`src/rtl/cpu_ctrl_pkg.sv`:
```
// Shared encodings for the pipeline sequencing controller: decoder BS/MD fields,
// PC-select codes and the controller FSM states.
package cpu_ctrl_pkg;

    localparam logic [1:0] BS_NONE = 2'b00;
    localparam logic [1:0] BS_COND = 2'b01;
    localparam logic [1:0] BS_JMR  = 2'b10;
    localparam logic [1:0] BS_JMP  = 2'b11;

    localparam logic [1:0] MD_ALU  = 2'b00;
    localparam logic [1:0] MD_MEM  = 2'b01;
    localparam logic [1:0] MD_SLT  = 2'b10;

    localparam logic [1:0] PC_INC    = 2'b00;
    localparam logic [1:0] PC_BRANCH = 2'b01;
    localparam logic [1:0] PC_REG    = 2'b10;
    localparam logic [1:0] PC_JUMP   = 2'b11;

    typedef enum logic {
        ST_RUN   = 1'b0,
        ST_FLUSH = 1'b1
    } state_e;

endpackage

```
`src/rtl/hazard_scoreboard.sv`:
```
// In-flight register-write tracker: a shift register of {valid, addr, is_load}
// (entry 0 = EX) with per-entry source-operand match vectors.
module hazard_scoreboard #(
    parameter int ADDR_W = 5,
    parameter int DEPTH  = 2
) (
    input  logic              clk,
    input  logic              rst_n,
    input  logic              push_valid,
    input  logic [ADDR_W-1:0] push_addr,
    input  logic              push_load,
    input  logic [ADDR_W-1:0] addr_a,
    input  logic [ADDR_W-1:0] addr_b,
    output logic [DEPTH-1:0]  match_a,
    output logic [DEPTH-1:0]  match_b,
    output logic [DEPTH-1:0]  entry_load
);

    logic [DEPTH-1:0]  valid_reg;
    logic [DEPTH-1:0]  load_reg;
    logic [ADDR_W-1:0] addr_reg [DEPTH];

    genvar gi;
    generate
        for (gi = 0; gi < DEPTH; gi++) begin : g_entry
            if (gi == 0) begin : g_head
                always_ff @(posedge clk or negedge rst_n) begin
                    if (!rst_n) begin
                        valid_reg[gi] <= 1'b0;
                        load_reg[gi]  <= 1'b0;
                        addr_reg[gi]  <= '0;
                    end else begin
                        valid_reg[gi] <= push_valid;
                        load_reg[gi]  <= push_load;
                        addr_reg[gi]  <= push_addr;
                    end
                end
            end else begin : g_tail
                always_ff @(posedge clk or negedge rst_n) begin
                    if (!rst_n) begin
                        valid_reg[gi] <= 1'b0;
                        load_reg[gi]  <= 1'b0;
                        addr_reg[gi]  <= '0;
                    end else begin
                        valid_reg[gi] <= valid_reg[gi-1];
                        load_reg[gi]  <= load_reg[gi-1];
                        addr_reg[gi]  <= addr_reg[gi-1];
                    end
                end
            end

            // R0 is hardwired, so a pending write to it is never a real dependency.
            assign match_a[gi]    = valid_reg[gi] && (addr_reg[gi] == addr_a) && (addr_a != '0);
            assign match_b[gi]    = valid_reg[gi] && (addr_reg[gi] == addr_b) && (addr_b != '0);
            assign entry_load[gi] = valid_reg[gi] && load_reg[gi];
        end
    endgenerate

endmodule

```
`src/rtl/pipeline_hazard_ctrl.sv`:
```
// Stall/flush/PC-select controller for the 3-stage pipeline. Define FORWARDING_EN
// to replace EX-stage ALU hazards with operand forwarding instead of stalls.
module pipeline_hazard_ctrl
    import cpu_ctrl_pkg::*;
#(
    parameter int REGISTER_ADDR_WIDTH = 5,
    parameter int SB_DEPTH            = 2,
    parameter int FLUSH_CYCLES        = 1
) (
    input  logic                           clk,
    input  logic                           rst_n,
    input  logic                           id_valid,
    input  logic                           id_RW,
    input  logic [REGISTER_ADDR_WIDTH-1:0] id_DA,
    input  logic [REGISTER_ADDR_WIDTH-1:0] id_AA,
    input  logic [REGISTER_ADDR_WIDTH-1:0] id_BA,
    input  logic                           id_MA,
    input  logic                           id_MB,
    input  logic [1:0]                     id_MD,
    input  logic [1:0]                     id_BS,
    input  logic                           id_PS,
    input  logic                           ex_Z,
    output logic                           stall,
    output logic                           flush,
    output logic [1:0]                     pc_sel,
    output logic                           branch_taken,
    output logic                           fwd_a,
    output logic                           fwd_b
);

    localparam logic [1:0] FLUSH_EXTRA = 2'(FLUSH_CYCLES - 1);

    state_e     state_reg;
    logic [1:0] flush_cnt_reg;
    logic [1:0] ex_bs_reg;
    logic       ex_ps_reg;

    logic [SB_DEPTH-1:0] match_a;
    logic [SB_DEPTH-1:0] match_b;
    logic [SB_DEPTH-1:0] entry_load;

    logic       taken;
    logic [1:0] taken_sel;
    logic       need_a;
    logic       need_b;
    logic       push_valid;

    hazard_scoreboard #(
        .ADDR_W (REGISTER_ADDR_WIDTH),
        .DEPTH  (SB_DEPTH)
    ) u_sb (
        .clk        (clk),
        .rst_n      (rst_n),
        .push_valid (push_valid),
        .push_addr  (id_DA),
        .push_load  (id_MD == MD_MEM),
        .addr_a     (id_AA),
        .addr_b     (id_BA),
        .match_a    (match_a),
        .match_b    (match_b),
        .entry_load (entry_load)
    );

    always_comb begin
        taken     = 1'b0;
        taken_sel = PC_INC;
        if (state_reg == ST_RUN) begin
            case (ex_bs_reg)
                BS_COND: begin
                    taken     = ex_Z ^ ex_ps_reg;
                    taken_sel = (ex_Z ^ ex_ps_reg) ? PC_BRANCH : PC_INC;
                end
                BS_JMR: begin
                    taken     = 1'b1;
                    taken_sel = PC_REG;
                end
                BS_JMP: begin
                    taken     = 1'b1;
                    taken_sel = PC_JUMP;
                end
                default: ;
            endcase
        end
    end

    assign flush        = taken || (state_reg == ST_FLUSH);
    assign branch_taken = taken;
    assign pc_sel       = taken_sel;

`ifdef FORWARDING_EN
    // Only a non-load result sitting in EX can be bypassed; anything else waits.
    assign need_a = !id_MA && ((match_a[0] && entry_load[0]) || (|(match_a >> 1)));
    assign need_b = !id_MB && ((match_b[0] && entry_load[0]) || (|(match_b >> 1)));
    assign fwd_a  = id_valid && !flush && !stall && !id_MA && match_a[0] && !entry_load[0];
    assign fwd_b  = id_valid && !flush && !stall && !id_MB && match_b[0] && !entry_load[0];
`else
    logic unused_load;
    assign unused_load = ^entry_load;
    assign need_a = !id_MA && (|match_a);
    assign need_b = !id_MB && (|match_b);
    assign fwd_a  = 1'b0;
    assign fwd_b  = 1'b0;
`endif

    assign stall      = id_valid && !flush && (need_a || need_b);
    assign push_valid = id_valid && id_RW && !stall && !flush;

    always_ff @(posedge clk or negedge rst_n) begin
        if (!rst_n) begin
            state_reg     <= ST_RUN;
            flush_cnt_reg <= 2'd0;
            ex_bs_reg     <= BS_NONE;
            ex_ps_reg     <= 1'b0;
        end else begin
            if (!stall && !flush) begin
                ex_bs_reg <= id_BS;
                ex_ps_reg <= id_PS;
            end else begin
                ex_bs_reg <= BS_NONE;
                ex_ps_reg <= 1'b0;
            end

            case (state_reg)
                ST_RUN: begin
                    // The taken cycle itself is the first flush cycle.
                    if (taken && (FLUSH_EXTRA != 2'd0)) begin
                        state_reg     <= ST_FLUSH;
                        flush_cnt_reg <= FLUSH_EXTRA;
                    end
                end
                ST_FLUSH: begin
                    if (flush_cnt_reg <= 2'd1) begin
                        state_reg     <= ST_RUN;
                        flush_cnt_reg <= 2'd0;
                    end else begin
                        flush_cnt_reg <= flush_cnt_reg - 2'd1;
                    end
                end
                default: begin
                    state_reg     <= ST_RUN;
                    flush_cnt_reg <= 2'd0;
                end
            endcase
        end
    end

endmodule
```
`config.mk`:
```
export PLATFORM = sky130hd
export DESIGN_NAME = pipeline_hazard_ctrl
export DESIGN_NICKNAME = d
export VERILOG_FILES = /design/src/rtl/cpu_ctrl_pkg.sv /design/src/rtl/hazard_scoreboard.sv /design/src/rtl/pipeline_hazard_ctrl.sv
export SDC_FILE = /design/constraint.sdc
export NUM_CORES = 1
export LEC_CHECK = 0
export CORE_MARGIN = 10
export CORE_UTILIZATION = 25
export DETAILED_ROUTE_END_ITERATION = 12
export SYNTH_ARGS = -nofsm -noshare
export SYNTH_HDL_FRONTEND = slang
export SYNTH_SLANG_ARGS = --single-unit
```
`constraint.sdc`:
```
create_clock -name clk -period 1.25 [get_ports clk]
set_input_delay 0.25 -clock clk [delete_from_list [all_inputs] [get_ports clk]]
set_output_delay 0.25 -clock clk [all_outputs]
set_load 0.005 [all_outputs]
```
==> metrics list <==
- Outcome: complete, but fails checks
- Violations in the final reports: setup timing
- Setup TNS: -2.597 ns
- The register with the most flip-flops in the layout has 10 of them.
- Dividing total power by cell area gives a power density of 982.0 nW/um^2.
- The critical path in this run is classified as flip-flop to primary output.
- The synthesized netlist devotes 0% of its cell area to adder and majority cells.
- Largest family of logic cells by synthesized area: XOR/XNOR gates
- Synthesis-stage register bit count: 18
- Via count of the first global-routing pass: 856
- The die covers 6224 um^2.
* Number of detailed-routing iterations run before antenna repair: 4
- Per-cell routed wire length: 12.88 um
- The library cell used most frequently in the layout, excluding fill and tap cells, is sky130_fd_sc_hd__xnor2_1.
* Die span in x: 78.89 um
* Hold buffers post-CTS: 0
* Effective utilization at floorplan: 25.98%
- Of the cells placed in the final design, the portion with a size suffix greater than 1 is 28.35%.
- Counting I/O delays and the setup requirement, the final critical path takes 1.842 ns.
* Share of the clock period used by the worst path: 147.4%
- Commonest non-fill, non-tap cells in the layout: sky130_fd_sc_hd__xnor2_1, sky130_fd_sc_hd__dfrtp_1, sky130_fd_sc_hd__clkdlybuf4s50_1, sky130_fd_sc_hd__dlygate4sd2_1, sky130_fd_sc_hd__buf_6
- Dividing the detail-routed via count by the number of cells gives 4.249.
* R2R Setup Slk: -0.23 ns
- Clock latency on the worst-skew pair: 0.28 ns
* Final-report setup violation count: 9
- Cells after synthesis: 82
- Clock Sink Count: 18
* Max Clk Rate: 542.8 MHz
- Row generation in the floorplan step produced 21 rows.
- Worst min-delay path class: input port to asynchronous set/reset pin
- Count of buffers from port buffering: 29
* Worst clock skew on the final layout: 0.0009270 ns
- For the worst setup path, the data required time is 1.00 ns.
- Number of hold violations in the final report: 0
- CTS built an H-tree with a depth of 1.
* Largest fanout on the critical path: 2
- Number of DRC violations after detailed-routing iteration 0: 11
- Final-stage net count: 155
- The tree is rooted in a sky130_fd_sc_hd__clkbuf_4.
* Count of antenna-violating nets left after detailed routing: 0
- TritonCTS built the clock tree.
* Placement-stage worst setup slack: -1.033 ns
- Fraction of synthesized area in multiplexers: 0%
* Total of max-cap violations: 0
- The worst setup path is launched from a flip-flop.
* Placeable core region: 3337 um^2
- The initial antenna violation count is 0.
* Largest vdd supply drop: 0.0006067 V
- For this run, the number of standard cells in the final layout without fillers is 173.
- Core utilization of the finished layout: 41.81%
* Clock transition at the registers of the reported paths: 0.10 ns
- Share of the synthesized area in compound gates (AO/OA/AOI/OAI): 6.782%
* Yosys synthesis warning count: 0
* Total routing resource utilization after global routing: 7.407%
- Number of primary I/O pins: 34
- First-pass GRT wire length: 3774 um
- Total via count after detailed routing: 735
* Clock Tree Buf Depth: 2
- At the end of routability-driven placement, the weighted congestion stood at 0.7616.
- After detailed routing, the total wire length is 2228 um.
- Relative to the synthesized area, the layout overhead comes to 60.89%.
- Fraction of the mapped netlist area in simple logic gates: 17.03%
- DP Wirelength: 1844 um
- Unique masters post-synth: 22
- Remaining DRCs: 0
* Cell area after synthesis: 867.1 um^2
* Worst hold slack across all endpoints: 0.2872 ns
- In this run, placement finished with an instance count of 164.
* Register area share after synthesis: 51.95%
- Measured along the y axis, the die boundary spans 78.89 um.
- Minimum setup slack in the final design: -0.5923 ns
* Final antenna diode count: 0
- The analysis attributes to cell leakage a power of 0.6144 nW.
- Data arrives at the worst endpoint at 1.59 ns.
- Post-synthesis share of cell area spent on xor and xnor gates: 21.21%
- Final-report max-slew violation count: 0
- Entering global routing, the biggest net connects 19 pins.
- Buffers inserted during clock tree synthesis total 3.
* GRT Residual Overflow: 0
- A synthesized cell averages 10.57 um^2.
* Type of element capturing the critical path: primary output
* Setup repair after global routing missed its margin: true
kinds of logic after synthesis:
family	count (synthesis)
compound gates	9
flops	18
simple gates	29
other cells	1
buf+inv	4
xor+xnor	21
repair_timing:
action | CTS | global route
setup endpoints to repair | 9 | 9
pin swaps | 16 | 5
gates resized for setup | 38 | 14
setup buffers | 6 | 1
cell usage after synthesis, drive strengths merged:
cell type,count,area share [%]
a21boi,1,0.87
a21oi,3,1.7
a22oi,1,0.87
a32o,1,1.3
and2,2,1.4
and2b,1,0.87
and4,1,1.0
buf,2,1.7
conb,1,0.43
dfrtp,18,52
inv,2,0.87
nand2,9,3.9
nand4,4,3.6
nor2,8,3.5
nor2b,1,0.72
nor3,2,1.2
nor3b,1,0.87
o21ai,1,0.58
o22ai,2,1.4
xnor2,20,20
xor2,1,1.0
critical path: stages (launching register included):
cell and delay, ns:
sky130_fd_sc_hd__dfrtp_1 0.39, sky130_fd_sc_hd__xor2_1 0.22, sky130_fd_sc_hd__a21oi_1 0.11, sky130_fd_sc_hd__and2b_2 0.22, sky130_fd_sc_hd__buf_4 0.14, sky130_fd_sc_hd__buf_6 0.11, sky130_fd_sc_hd__inv_2 0.04, sky130_fd_sc_hd__buf_6 0.08
worst paths after layout:
| path | start | to | cells after the start |
|---|---|---|---|
| worst max-delay path | ex_ps_reg | flush | 7 |
| worst min-delay path | rst_n | flush_cnt_reg[1] | 2 |
| worst max register to register | ex_ps_reg | ex_bs_reg[1] | 8 |
| worst min register to register | u_sb.valid_reg[0] | u_sb.valid_reg[1] | 0 |
| max in group asynchronous | rst_n | u_sb.valid_reg[0] | 2 |
| min in group clk | id_DA[4] | u_sb.addr_reg[9] | 1 |
layer usage:
| layer | global-route usage [%] | up-vias | share of wire [%] |
|---|---|---|---|
| met3 | 3.491 | 0 | 8.8 |
| li1 | - | 358 | - |
| met1 | 8.656 | 353 | 42 |
| met2 | 11.84 | 24 | 49 |
| met5 | 0 | - | 0 |
| met4 | 2.151 | 0 | 0 |
power by group:
| group | leakage [nW] | internal (mW) | switching (mW) |
|---|---|---|---|
| logic | 0.370 | 0.236 | 0.147 |
| clock network | 0.0210 | 0.177 | 0.166 |
| registers | 0.223 | 0.616 | 0.0282 |
| total | 0.614 | 1.03 | 0.342 |
per-stage QoR:
step,power (mW),area (um^2)
global route,1.459,1395
detailed placement,0.9720,1271
finish,1.370,1395
floorplan,0.7756,878.3
CTS,1.343,1335
global placement,0.9670,1271
cell type report:
type	instances	area, um^2
Fill cell	360	1942
Multi-Input combinational cell	61	451.7
Sequential cell	18	450.4
Timing Repair Buffer	42	391.6
Tap cell	46	57.56
Clock buffer	4	36.28
Inverter	2	7.507
Note: power is estimated with default switching activity, not from simulation.
==> RTL change 1 (same settings) <==
Add a define of `FORWARDING_EN`.
--- a/src/rtl/pipeline_hazard_ctrl.sv
+++ b/src/rtl/pipeline_hazard_ctrl.sv
@@ -1,5 +1,7 @@
 // Stall/flush/PC-select controller for the 3-stage pipeline. Define FORWARDING_EN
 // to replace EX-stage ALU hazards with operand forwarding instead of stalls.
+`define FORWARDING_EN
+
 module pipeline_hazard_ctrl
     import cpu_ctrl_pkg::*;
 #(
Formal check against the unedited RTL: not equivalent (a bounded check fails within 4 cycles, from zero or initial values and one cycle with rst_n low).
==> RTL change 1 against the unedited design <==
The flow still finishes with violations (setup timing); non-clock buffer count is 12 higher; synthesized area up 6.5%; final area up 15%; synthesized cell count increased by 3.7%; combinational power is 2% lower; setup slack got worse by 0.33 ns; sequential cell count grew 1; total power is 8.5% higher; worst hold slack improved by 0.032 ns; register-to-register slack got worse by 0.19 ns; wire length is 21% higher; critical path depth did not move; first-iteration DRC count rose to 7.2 times the old value; largest power group unchanged.
==> RTL change 1: results (changes against the unedited design) <==
placement:
  port_buffers: 33  # +14%
  dp_hpwl_microns: 2100  # +14%
  gp_congestion: 0.829  # +8.8%
  place_area_sq_um: 1410  # +11%
cts:
  clk_pin_slew_worst_paths_ns: 0.07  # -0.03 ns
  clock_latency_ns: 0.26  # -0.02 ns
logic_synthesis:
  synthXorXnorAreaFrac: 0.199  # -0.0129
  seq_area_frac_synth: 0.515  # -0.00458
  synth_cell_types: 21  # -4.5%
  synth_common_cells: "dfrtp_1, xor2_1, nand2_1, nor4_1, a21oi_1"
  synth_area_leaders: "dfrtp_1, xor2_1, nor4_1"
route:
  routedWlPerCell_microns: 14.1  # +9.6%
  viasPerCell: 4.34  # +2.2%
  drt_iter0_drc: 79  # +68
global_route:
  grt_pass1_vias: 952  # +11%
  met1_usage: 0.103  # +0.0160
  grt_usage: 0.0921  # +0.0180
  met3_usage: 0.0177  # -0.0172
  use_met2: 0.166  # +0.0472
  grt_start_max_net_pins: 20  # +1
  grt_pass1_wl_microns: 4690  # +24%
cells_and_area:
  nFillCells: 352  # -2.2%
  drive_gt1_frac: 0.364  # +0.0802
  num-nets-final: 171  # +10%
status:
  violations: "setup timing"
  status: "finished, violations left"
critical_path:
  critical-path-top-delay-family: "simple AND/OR/NAND/NOR gates"
  max_stage_delay_ns: 0.42  # +0.03 ns
  path_max_fanout: 3  # +1
pwr:
  irDropWorstVdd_mv: 0.325  # -46%
  p_leak_uw: 0.000713  # +16%
timing:
  setup_viol: 11  # +2
  setup_slack_ns: -0.920  # -0.328 ns
==> RTL change 1: changes by cell type after synthesis, sizes merged, moves of 2 or more <==
cell	change
xnor2	-16
xor2	+16
nor4	+6
nor2	-4
a211oi	+3
nand2	-3
a21oi	+2
and3	+2
buf	-2
nand4	-2
nor2b	+2
o22ai	-2
==> RTL change 1: worst register-to-register path, delay by kind of cell (launching register included) <==
kind | cells | cell delay (ns)
flops | 1 | 0.42
simple gates | 3 | 0.62
buf+inv | 1 | 0.16
xor+xnor | 1 | 0.16
compound gates | 1 | 0.19
==> RTL change 1: final timing paths <==
path | start | end | slack, ns | depth (start not counted)
setup / recovery | u_sb.addr_reg[5]$_DFF_PN0_ | stall | -0.92 | 7
max in group asynchronous | rst_n | u_sb.addr_reg[2]$_DFF_PN0_ | 0.73 | 2
setup reg to reg | u_sb.addr_reg[5]$_DFF_PN0_ | u_sb.valid_reg[0]$_DFF_PN0_ | -0.42 | 6
min in group clk | id_DA[0] | u_sb.addr_reg[5]$_DFF_PN0_ | 0.43 | 1
hold / removal | rst_n | u_sb.addr_reg[6]$_DFF_PN0_ | 0.32 | 2
hold reg to reg | u_sb.valid_reg[0]$_DFF_PN0_ | u_sb.valid_reg[1]$_DFF_PN0_ | 0.44 | 0
==> RTL change 1: cell type report <==
class,instances,area share
Clock buffer,3,0.0258
Clock inverter,1,0.00313
Inverter,2,0.00469
Multi-Input combinational cell,64,0.343
Sequential cell,19,0.297
Tap cell,48,0.0376
Timing Repair Buffer,54,0.289
==> RTL change 1: stage by stage <==
step	total power (uW)	setup TNS (ns)	util	cells	setup WS [ns]
2_1_floorplan	793	-1.58	-	85	-0.321
3_3_place_gp	997	-9.37	0.390	176	-1.37
3_5_place_dp	1000	-9.69	0.390	176	-1.41
4_1_cts	1500	-5.41	0.442	193	-0.904
5_1_grt	1570	-6.58	0.443	191	-1.05
6_report	1490	-5.46	0.443	191	-0.920
==> RTL change 1: metal layers <==
metal,wire length (microns),vias to the layer above
li1,-,410
met1,1100,393
met3,84,7
met5,0,-
met2,1440,19
met4,67,0
==> RTL change 1: power by group <==
part           internal, uW  switching, uW
logic                   223            154
registers               649           30.5
clock network           222            208
total                  1090            392
==> RTL change 1: cells by family (layout without fill, tap and decap cells) <==
logic type,count (synthesis),after routing
and+or+nand+nor,30,30
xor gates and xnor gates,21,21
DFF,19,19
AOI/OAI and AO/OA,13,13
buffers and inverters,2,60
==> RTL change 1: repair_timing <==
item	in CTS	in global routing
cloned	0	0
setup endpoints to repair	11	11
pin swaps	16	6
buffers inserted	13	4
endpoints found under the hold margin	0	0
gates resized for setup	57	9
==> RTL change 2 (same flow settings) <==
Without the edit above. Make the reset (`rst_n`) synchronous in 3 clocked blocks.
--- a/src/rtl/hazard_scoreboard.sv
+++ b/src/rtl/hazard_scoreboard.sv
@@ -24,7 +24,7 @@
     generate
         for (gi = 0; gi < DEPTH; gi++) begin : g_entry
             if (gi == 0) begin : g_head
-                always_ff @(posedge clk or negedge rst_n) begin
+                always_ff @(posedge clk) begin
                     if (!rst_n) begin
                         valid_reg[gi] <= 1'b0;
                         load_reg[gi]  <= 1'b0;
@@ -36,7 +36,7 @@
                     end
                 end
             end else begin : g_tail
-                always_ff @(posedge clk or negedge rst_n) begin
+                always_ff @(posedge clk) begin
                     if (!rst_n) begin
                         valid_reg[gi] <= 1'b0;
                         load_reg[gi]  <= 1'b0;
--- a/src/rtl/pipeline_hazard_ctrl.sv
+++ b/src/rtl/pipeline_hazard_ctrl.sv
@@ -105,7 +105,7 @@
     assign stall      = id_valid && !flush && (need_a || need_b);
     assign push_valid = id_valid && id_RW && !stall && !flush;
 
-    always_ff @(posedge clk or negedge rst_n) begin
+    always_ff @(posedge clk) begin
         if (!rst_n) begin
             state_reg     <= ST_RUN;
             flush_cnt_reg <= 2'd0;
Behaviour: differs if rst_n is asserted again (counterexample within 4 cycles, from zero or initial values and one cycle with rst_n low); with rst_n held inactive, the same outputs for 10 cycles.
==> RTL change 2 against the unedited design <==
The flow still finishes with violations (setup timing); final area is 1.6% lower; sequential cell count stayed put; synthesized area is 1.6% lower; total power is 11% lower; setup slack better by 0.11 ns; wire length is 0.40% lower; sequential share of layout area is 4.9 points lower; register-to-register slack better by 0.07 ns; highest routed layer is now met4.
==> RTL change 2: results (changes against the unedited design) <==
cells_and_area:
  drive_gt1_frac: 0.328  # +0.0449
  num-nets-final: 162  # +4.5%
  clk_share: 0.0264  # +0.000427
  layout.cells.non_filler: 180  # +4.0%
  register_area_sq_um: 375  # -17%
  syn2layout_area_growth_pct: 60.9  # about the same
  multi_input_area_sq_um: 554  # +23%
  nFillCells: 354  # -1.7%
  n_antenna_cell: 0  # unchanged
  buffer_area_frac: 0.249  # -0.0319
  n_all_buffers: 40  # -4.8%
  comb.multi_input.count: 70  # +15%
status:
  status: "finished, violations left"
  violations: "setup timing"
logic_synthesis:
  seq_area_frac_synth: 0.422  # -0.0972
  synth_top_flop_cell: "dfxtp_1"
  synth_cell_types: 22  # unchanged
  synth-compound-area-share: 0.0630  # -0.00477
  async_reset_ff_frac: 0  # -1.00
  synth_common_cells: "xnor2_1, dfxtp_1, and2_1"
  synthXorXnorAreaFrac: 0.216  # +0.00342
  synth_area_leaders: "dfxtp_1, xnor2_1, and2_1"
  syn_avg_cell_area_sq_um: 9.28  # -12%
global_route:
  grt_pass1_wl_microns: 3660  # -3.1%
  grt_usage: 0.0738  # -0.000310
  use_met2: 0.136  # +0.0173
  met1_usage: 0.0754  # -0.0112
  grt_pass1_vias: 800  # -6.5%
  antenna_found_initial: 0  # unchanged
  met3_usage: 0.0114  # -0.0235
  grt_start_max_net_pins: 12  # -7
critical_path:
  slowest_stage: "dfxtp_1"
  path_max_fanout: 3  # +1
  cp.arrival_ns: 1.49  # -0.10 ns
  rrSetupSlack_ns: -0.16  # +0.07 ns
route:
  dr_wl_met3_microns: 52  # -73%
  drt-met1-wl_microns: 884  # -6.1%
  totalWireLength_microns: 2220  # -0.40%
  dr.max_layer_used: "met4"
  routed-wl-met2_microns: 1220  # +12%
  num_vias: 742  # +0.95%
  drt_iter0_drc: 22  # +11
timing:
  tns_ns: -1.81  # +0.785 ns
  fin_worst_skew_ns: 0.00220  # +0.00127 ns
  setup_viol: 8  # -1
  setup_slack_ns: -0.486  # +0.106 ns
  timing.hold.ws_ns: 0.456  # +0.168 ns
placement:
  dp.cells: 172  # +4.9%
  gp_congestion: 0.764  # +0.29%
  place_area_sq_um: 1260  # -1.1%
  place_ws_ns: -1.05  # -0.0211 ns
  dp_hpwl_microns: 1860  # +0.68%
pwr:
  switching_share: 0.234  # -0.0154
  comb_power_uw: 252  # -34%
  p_leak_uw: 0.000550  # -11%
  p_seq_frac: 0.507  # +0.037
  combPwrFrac: 0.206  # -0.073
  irDropWorstVdd_mv: 0.453  # -25%
min_path:
  hp-class: "flop to flop"
[RTL change 2: cell types whose count changed after synthesis, moves of 3 or more]
cell	before	now
nor2_1	8	3
dfrtp_1	18	0
and2_1	2	15
dfxtp_1	0	18
and4_1	1	4
nand2_1	9	5
[RTL change 2: path summary, 6_finish.rpt]
path | startpoint | to | depth (start not counted)
worst max-delay path | u_sb.addr_reg[0][2]$_SDFF_PN0_ | stall | 6
worst max register to register | u_sb.addr_reg[0][2]$_SDFF_PN0_ | ex_bs_reg[0]$_SDFF_PN0_ | 6
worst min register to register | flush_cnt_reg[1]$_SDFFE_PN0P_ | flush_cnt_reg[1]$_SDFFE_PN0P_ | 2
worst min-delay path | flush_cnt_reg[1]$_SDFFE_PN0P_ | flush_cnt_reg[1]$_SDFFE_PN0P_ | 2
[RTL change 2: timing repair]
action,4_1_cts,5_1_grt
hold buffers,0,0
endpoints found under the setup margin,9,9
setup buffers,2,4
pin swaps,7,15
gates cloned,0,0
resized for setup,34,20
